==> config.mk <==
export PLATFORM = sky130hd
export DESIGN_NAME = word_unpacker
export DESIGN_NICKNAME = d
export VERILOG_FILES = /design/src/rtl/word_unpacker_pkg.sv /design/src/rtl/word_unpacker_acc.sv /design/src/rtl/word_unpacker.sv
export SDC_FILE = /design/constraint.sdc
export NUM_CORES = 1
export LEC_CHECK = 0
export BUFFER_PORTS_ARGS = -buffer_cell sky130_fd_sc_hd__buf_2
export CORE_ASPECT_RATIO = 1.1
export CORE_MARGIN = 5
export CORE_UTILIZATION = 50
export DETAILED_ROUTE_END_ITERATION = 12
export PLACE_DENSITY = 0.85
export SLEW_MARGIN = 15
export SYNTH_ARGS = -nofsm -noshare
export SYNTH_HDL_FRONTEND = slang
export SYNTH_SLANG_ARGS = --single-unit
export TNS_END_PERCENT = 20
==> constraint.sdc <==
create_clock -name clk -period 1.8 [get_ports clk]
set_input_delay 0.09 -clock clk [delete_from_list [all_inputs] [get_ports clk]]
set_output_delay 0.09 -clock clk [all_outputs]
set_load 0.01 [all_outputs]
==> src/rtl/word_unpacker_pkg.sv <==
// word_unpacker_pkg
//   Shared types and helpers for the word unpacker.
//   BYTE_W         : width of one output byte
//   MAX_BYTES      : widest word the unpacker supports
//   unpack_state_t : FSM states (CSUM only reachable with UNPACK_CHECKSUM_EN)
//   xor_bytes()    : XOR-reduces every byte of a MAX_BYTES-wide vector
package word_unpacker_pkg;

    localparam int BYTE_W    = 8;
    localparam int MAX_BYTES = 8;

    typedef enum logic [1:0] {
        IDLE = 2'd0,
        SEND = 2'd1,
        CSUM = 2'd2
    } unpack_state_t;

    function automatic logic [BYTE_W-1:0] xor_bytes(input logic [MAX_BYTES*BYTE_W-1:0] w);
        logic [BYTE_W-1:0] r;
        r = '0;
        for (int i = 0; i < MAX_BYTES; i++) begin
            r = r ^ w[i*BYTE_W +: BYTE_W];
        end
        return r;
    endfunction

endpackage

==> src/rtl/word_unpacker_acc.sv <==
// byte_xor_acc
//   Running XOR of the data bytes of one word, used as the trailing checksum
//   byte. Only compiled when UNPACK_CHECKSUM_EN is defined, since it is only
//   instantiated in that build.
//   clk   in  : system clock, rising edge
//   rst_n in  : synchronous reset, active-low (clears acc)
//   clr   in  : clear accumulator (word accepted)
//   en    in  : fold d into the accumulator (data byte transferred)
//   d     in  : data byte
//   acc   out : current XOR of folded bytes
`ifdef UNPACK_CHECKSUM_EN
module byte_xor_acc
    import word_unpacker_pkg::*;
(
    input  logic              clk,
    input  logic              rst_n,
    input  logic              clr,
    input  logic              en,
    input  logic [BYTE_W-1:0] d,
    output logic [BYTE_W-1:0] acc
);

    logic [BYTE_W-1:0]           acc_q;
    logic [BYTE_W-1:0]           acc_d;
    logic [MAX_BYTES*BYTE_W-1:0] pair;

    always_comb begin
        pair  = '0;
        pair[2*BYTE_W-1:0] = {acc_q, d};
        acc_d = acc_q;
        // clr wins: a word is never accepted in the same cycle a byte moves
        if (clr) begin
            acc_d = '0;
        end else if (en) begin
            acc_d = xor_bytes(pair);
        end
    end

    always_ff @(posedge clk) begin
        if (!rst_n) begin
            acc_q <= '0;
        end else begin
            acc_q <= acc_d;
        end
    end

    assign acc = acc_q;

endmodule
`endif

==> src/rtl/word_unpacker.sv <==
// word_unpacker
//   Accepts a packed WORD_BYTES-byte word and emits it MSB byte first as a
//   byte stream. Build option UNPACK_CHECKSUM_EN appends one XOR checksum
//   byte after the data bytes and moves out_last onto it.
//   Handshake (both sides): a transfer happens on a rising edge where
//   valid && ready; the producer holds data stable and never withdraws valid
//   until that transfer (reset excepted).
//   clk       in  : system clock, rising edge
//   rst_n     in  : synchronous reset, active-low
//   in_valid  in  : in_data holds a word
//   in_ready  out : unpacker idle and able to take a word
//   in_data   in  : packed word, byte WORD_BYTES-1 in the top 8 bits
//   out_valid out : out_data holds a byte
//   out_ready in  : sink takes the byte this cycle
//   out_data  out : current byte (00 when no byte is offered)
//   out_last  out : current byte is the final byte of the word
module word_unpacker
    import word_unpacker_pkg::*;
#(
    parameter int WORD_BYTES = 3
) (
    input  logic                         clk,
    input  logic                         rst_n,
    input  logic                         in_valid,
    output logic                         in_ready,
    input  logic [WORD_BYTES*BYTE_W-1:0] in_data,
    output logic                         out_valid,
    input  logic                         out_ready,
    output logic [BYTE_W-1:0]            out_data,
    output logic                         out_last
);

    localparam int          W        = WORD_BYTES * BYTE_W;
    localparam logic [2:0]  CNT_INIT = 3'(WORD_BYTES - 1);

    unpack_state_t state_q, state_d;
    logic [W-1:0]  shift_q, shift_d;
    logic [2:0]    cnt_q, cnt_d;

    logic accept;
    logic xfer;

    assign accept = (state_q == IDLE) && in_valid;
    assign xfer   = (state_q != IDLE) && out_ready;

`ifdef UNPACK_CHECKSUM_EN
    logic [BYTE_W-1:0] csum;

    byte_xor_acc u_acc (
        .clk   (clk),
        .rst_n (rst_n),
        .clr   (accept),
        .en    (xfer && (state_q == SEND)),
        .d     (shift_q[W-1 -: BYTE_W]),
        .acc   (csum)
    );
`endif

    always_comb begin
        state_d = state_q;
        shift_d = shift_q;
        cnt_d   = cnt_q;
        case (state_q)
            IDLE: begin
                if (accept) begin
                    shift_d = in_data;
                    cnt_d   = CNT_INIT;
                    state_d = SEND;
                end
            end
            SEND: begin
                if (xfer) begin
                    shift_d = shift_q << BYTE_W;
                    cnt_d   = cnt_q - 3'd1;
                    if (cnt_q == 3'd0) begin
`ifdef UNPACK_CHECKSUM_EN
                        state_d = CSUM;
`else
                        state_d = IDLE;
`endif
                    end
                end
            end
`ifdef UNPACK_CHECKSUM_EN
            CSUM: begin
                if (xfer) begin
                    state_d = IDLE;
                end
            end
`endif
            default: state_d = IDLE;
        endcase
    end

    always_ff @(posedge clk) begin
        if (!rst_n) begin
            state_q <= IDLE;
            shift_q <= '0;
            cnt_q   <= '0;
        end else begin
            state_q <= state_d;
            shift_q <= shift_d;
            cnt_q   <= cnt_d;
        end
    end

    // in_ready is also masked by rst_n so it reads 0 for the whole reset.
    assign in_ready  = (state_q == IDLE) && rst_n;
    assign out_valid = (state_q != IDLE);

    always_comb begin
        out_data = '0;
        out_last = 1'b0;
        if (state_q == SEND) begin
            out_data = shift_q[W-1 -: BYTE_W];
`ifndef UNPACK_CHECKSUM_EN
            out_last = (cnt_q == 3'd0);
`endif
        end
`ifdef UNPACK_CHECKSUM_EN
        if (state_q == CSUM) begin
            out_data = csum;
            out_last = 1'b1;
        end
`endif
    end

endmodule

==> flow_metrics.tcl, run 1 <==
set metrics [dict create \
    syn_area_per_cell_um2 9.598 \
    yosys-top-cells-count "dfxtp_1, nor2_1, mux2i_1" \
    ctsHtreeMaxLevel 1 \
    period_share 0.8508 \
    post_cts_buffers 0 \
    seq_area_frac_synth 0.3842 \
    synth_area_leaders "dfxtp_1, mux2i_1, a311oi_2" \
    initial_utilization 0.5252 \
    drtAntennaViolNets 0 \
    critPathMaxFanout 3 \
    die_height_um 66.65 \
    maxCapViolations 0 \
    route.detailed.drc 0 \
    status "finished clean" \
    maxSlewHeadroom 0.6116 \
    rsz0062_at_grt "no" \
    synth-compound-area-share 0.2307 \
    worstPathRequired_ns 1.71 \
    hold_path_class "input pin to register" \
    synth_top_family_by_area "compound AO/OA/AOI/OAI gates" \
    yosysUniqueCellTypes 26 \
    ir_drop_mv 0.6112 \
    clkLatencyLatePin_ns 0.33 \
    worstSetupStartpointType "register" \
    slew_violations 0 \
    cts_buffers 3 \
    crit_end "out_last" \
    ys.flop_type "dfxtp_1" \
    clock_sinks 28 \
    nets 215 \
    cp-startpoint "cnt_q[0]$_SDFFE_PN0P_" \
    grt_pass1_vias 1119 \
    p_leak_uw 0.0007208 \
    synth_top_area_share 0.3842 \
    synthCells 152 \
    synth_edf_count 0 \
    synthAdderAreaFrac 0.01715 \
    port_buffers 38 \
    final_hold_viol_count 0 \
    vias 1138 \
    fp.dieW_um 61.50 \
    ioPinCount 39 \
    synth_top_area_cell "dfxtp_1" \
    r2r-end "shift_q[8]$_SDFFE_PN0P_" \
    end_kind "output pin" \
    synth_warnings 0 \
    diodes 0 \
    wl_per_cell_um 12.87 \
    timing.final.ws_setup_ns 0.2685 \
    arrival_ns 1.44 \
    grt-ovfl-total 0 \
    vias_per_cell 5.244 \
    post_cts_resized 0 \
    synth_nets 182 \
    root_buffer "clkbuf_4" \
    final_design_area_no_fill_um2 1685 \
    clk_pin_slew_ns 0.15 \
    synth_xor_area_frac 0.006003 \
    grt_pass1_wl_mm 4.512 \
    place_area_um2 1623 \
    reg2reg_slack_ns 0.54 \
    yosysMostFrequentCell "dfxtp_1" \
    rows 20 \
    firstDrtPassIters 4 \
    synth-simple-area-share 0.1750 \
    dp_hpwl_mm 2.097 \
    antenna_found_initial 0 \
    synthMuxAreaShare 0.1201 \
    reg2reg_depth 3 \
    cts_tree "yes" \
    globalplace.congestion 0.6943 \
    fin_skew_ns 0.01135 \
    syn_area_um2 1459 \
    powerDensity_nw_per_um2 836.4 \
    fp.coreArea_um2 2778 \
    drtIter0Drc 20 \
    clock.fmax_ghz 0.6530 \
    timing.rr.start "state_q[0]$_SDFFE_PN0P_" \
    cts_buffer_depth 2 \
    grt_max_degree 33 \
    async_flop_share 0 \
    die-area_um2 4099 \
    fin_crit_ns 1.532 \
    tns_ns 0 \
    layout-drive-gt1-share 0.3370 \
    wl_mm 2.792 \
    synth_seq_cells 28 \
    setup_viol 0 \
    grtUsageTotal 0.1430 \
    crit_type "register to output pin" \
    area_growth_pct 15.52 \
    hold_buffers 1 \
    post-place-ws_ns 0.4946 \
    worst_pin_slew_ns 0.5817 \
]
==> how the worst min path moves through the flow <==
stage               slack (ns)   startpoint                  endpoint  cells past startpoint
floorplan                 0.22        rst_n     cnt_q[1]$_SDFFE_PN0P_                      2
global placement          0.36        rst_n     cnt_q[1]$_SDFFE_PN0P_                      3
detailed placement        0.37        rst_n     cnt_q[1]$_SDFFE_PN0P_                      3
CTS                       0.04  in_data[15]  shift_q[15]$_SDFFE_PN0P_                      3
global route              0.03  in_data[12]  shift_q[12]$_SDFFE_PN0P_                      3
finish                    0.04  in_data[15]  shift_q[15]$_SDFFE_PN0P_                      3
==> area by class of cell <==
type                    instances  area (um^2)
fillers                       235         1092
multi-input cells             107        800.8
clock inverters                 1        30.03
flip-flops and latches         28        560.5
repair buffers                 41        215.2
well taps                      33        41.29
clock buffers                   3        22.52
inverters                       4        15.01
==> per-stage QoR <==
stage | cells | hold slack [ns] | util | total power, uW
after detailed placement | 212 | 0.3664 | 0.5842 | 1014
after global placement | 212 | 0.3610 | 0.5842 | 994.4
after floorplan | 152 | 0.2190 | - | 946.3
final | 217 | 0.03728 | 0.6068 | 1410
after global routing | 217 | 0.03076 | 0.6068 | 1487
after CTS | 217 | 0.04029 | 0.6068 | 1419
==> worst max-delay path, stage by stage (launching register included) <==
cell and delay [ns]:
dfxtp_1 0.39, inv_1 0.06, ha_1 0.19, ha_1 0.19
and2_1 0.15, buf_2 0.13
==> layout by cell type (no fill, tap or decap), drive strengths merged, types with 2 or more instances in the layout <==
cell type / n
nand2b: 8
a311oi: 8
ha: 2
and2: 9
a21oi: 3
dfxtp: 28
o21ai: 2
a211oi: 8
o22a: 8
nor2: 26
nand2: 10
buf: 40
inv: 4
clkbuf: 3
mux2i: 16
==> power breakdown <==
part / internal (uW) / leakage, uW / switching, uW
registers: 673 / 0.000232 / 27.0
clock network: 225 / 0.0000279 / 186
logic: 138 / 0.000461 / 160
total: 1040 / 0.000721 / 373
==> sequential cells by signal (all words and copies together), names as in the netlist <==
signal   count
cnt_q        3
shift_q     24
state_q      1
==> cells by family (layout without fill, tap and decap cells) <==
kind of cell / Yosys count / count (layout)
simple gates: 55 / 55
compound gates: 32 / 32
flops: 28 / 28
mux: 17 / 17
buf+inv: 17 / 49
fa+ha+maj: 2 / 2
xor+xnor: 1 / 1
==> layer usage <==
| metal | track usage | vias to the layer above | wire [um] |
|---|---|---|---|
| met5 | 0 | - | 0 |
| met4 | 0.04509 | 0 | 36 |
| met3 | 0.03101 | 4 | 183 |
| met2 | 0.2539 | 28 | 1360 |
| met1 | 0.1653 | 509 | 1212 |
| li1 | - | 597 | - |
(Power assumes the default switching activity.)
==> run 2, diff against run 1 <==
--- a/config.mk
+++ b/config.mk
@@ -10,7 +10,7 @@
 export CORE_MARGIN = 5
 export CORE_UTILIZATION = 50
 export DETAILED_ROUTE_END_ITERATION = 12
-export PLACE_DENSITY = 0.85
+export PLACE_DENSITY = 0.87
 export SLEW_MARGIN = 15
 export SYNTH_ARGS = -nofsm -noshare
 export SYNTH_HDL_FRONTEND = slang
==> run 2 against run 1 <==
Largest power group unchanged; fmax decreased by 0.37%; sequential cell count unchanged; clock power decreased by 25%; routed wire length increased by 2.0%; clock-buffer cell count increased by 1.
==> flow_metrics.tcl, run 2 (synthesis results as in run 1) <==
set metrics [dict create \
    status "finished clean" \
    ff_latch_area_um2 560.5 \
    clkLatencyLatePin_ns 0.33 \
    max_stage_delay_ns 0.39 \
    fin_util 0.5973 \
    final_design_area_no_fill_um2 1659 \
    globalplace.congestion 0.7527 \
    top_register "shift_q" \
    clock.fmax_ghz 0.6505 \
    drtAntennaViolNets 0 \
    clk_pin_slew_ns 0.15 \
    reg2reg_depth 3 \
    vias 1134 \
    reg_top3 "shift_q: 24 flops, cnt_q: 3 flops, state_q: 1 flops" \
    fin_skew_ns 0.005511 \
    grt-ovfl-total 0 \
    powerDensity_nw_per_um2 785.9 \
    root_buffer "clkbuf_4" \
    final_hold_viol_count 0 \
    maxCapViolations 0 \
    fp.dieW_um 61.50 \
    drtIter0Drc 16 \
    initial_utilization 0.5252 \
    grtUsageTotal 0.1489 \
    largest_reg_flops 24 \
    worst_pin_slew_ns 0.5762 \
    cp_slowest_cell "dfxtp_1" \
    wl_mm 2.849 \
    area_growth_pct 13.72 \
    critPathMaxFanout 3 \
    hold_buffers 0 \
    worstPathRequired_ns 1.71 \
    rows 20 \
    path_cells "inv_1, ha_1, ha_1, and2_1, buf_2" \
    wl_per_cell_um 13.19 \
    period_share 0.8540 \
    antenna_found_initial 0 \
    vias_per_cell 5.250 \
    worstSetupStartpointType "register" \
    grt_pass1_wl_mm 4.692 \
    dp_hpwl_mm 2.149 \
    end_kind "output pin" \
    die-area_um2 4099 \
    final_common_cell "buf_2" \
    fin_crit_ns 1.537 \
    cts_tree "yes" \
    n_fill_cell 237 \
    fp.coreArea_um2 2778 \
    post_cts_buffers 0 \
    crit_top_cell "ha_1" \
    p_leak_uw 0.0007097 \
    die_height_um 66.65 \
    nets 214 \
    cts_buffer_depth 2 \
    place_area_um2 1623 \
    hold_path_class "input pin to register" \
    setup_viol 0 \
    clock_sinks 28 \
    route.detailed.drc 0 \
    cts_buffers 3 \
    firstDrtPassIters 4 \
    arrival_ns 1.45 \
    maxSlewHeadroom 0.6153 \
    multi_input_area_um2 800.8 \
    rsz0062_at_grt "no" \
    ir_drop_mv 0.4627 \
    hold_path_depth 3 \
    slew_violations 0 \
    fin_cells 216 \
    port_buffers 38 \
    layout-drive-gt1-share 0.3388 \
    post_cts_resized 0 \
    ioPinCount 39 \
    diodes 0 \
    ctsHtreeMaxLevel 1 \
    final_cell_mix "buf_2, dfxtp_1, nor2_1" \
    placed_cells 212 \
    crit_type "register to output pin" \
    grt_pass1_vias 1121 \
    tns_ns 0 \
    grt_max_degree 33 \
]
-- run 2: worst paths after layout --
kind | slack [ns] | to | from
max reg2reg | 0.53 | shift_q[9]$_SDFFE_PN0P_ | state_q[0]$_SDFFE_PN0P_
min | 0.008 | cnt_q[1]$_SDFFE_PN0P_ | rst_n
max | 0.26 | out_last | cnt_q[0]$_SDFFE_PN0P_
min reg2reg | 0.55 | shift_q[23]$_SDFFE_PN0P_ | shift_q[23]$_SDFFE_PN0P_
-- run 2: through the flow --
| step | hold slack, ns | setup slack, ns | power (uW) |
|---|---|---|---|
| 6_report | 0.008380 | 0.2628 | 1304 |
| 5_1_grt | 0.001553 | 0.1637 | 1389 |
| 4_1_cts | 0.002605 | 0.2487 | 1319 |
| 3_5_place_dp | 0.3690 | 0.4829 | 1015 |
| 3_3_place_gp | 0.3620 | 0.5612 | 995.1 |
| 2_1_floorplan | 0.2190 | 0.5125 | 946.3 |
-- run 2: worst max-delay path, delay by kind of cell, from the launching register on --
family | cells | cell delay [ns]
fa+ha+maj | 2 | 0.39
flops | 1 | 0.39
simple gates | 1 | 0.16
buf+inv | 2 | 0.20
-- run 2: cell type report --
cell class | count | share of cell area
Tap cell | 33 | 0.02489
Timing Repair Buffer | 40 | 0.1237
Clock buffer | 4 | 0.02187
Sequential cell | 28 | 0.3379
Multi-Input combinational cell | 107 | 0.4827
Inverter | 4 | 0.009050
-- run 2: metal layers --
metal / global-route usage / share of wire / vias to the layer above
met4: 0.04775 / 0.011 / 0
met1: 0.1879 / 0.45 / 514
met3: 0.02326 / 0.049 / 3
met5: 0 / 0 / -
li1: - / - / 593
met2: 0.2526 / 0.49 / 24
-- run 2: report_power, final --
| group | internal [uW] | switching (uW) |
|---|---|---|
| Sequential | 673 | 27.6 |
| Clock | 124 | 183 |
| Combinational | 137 | 159 |
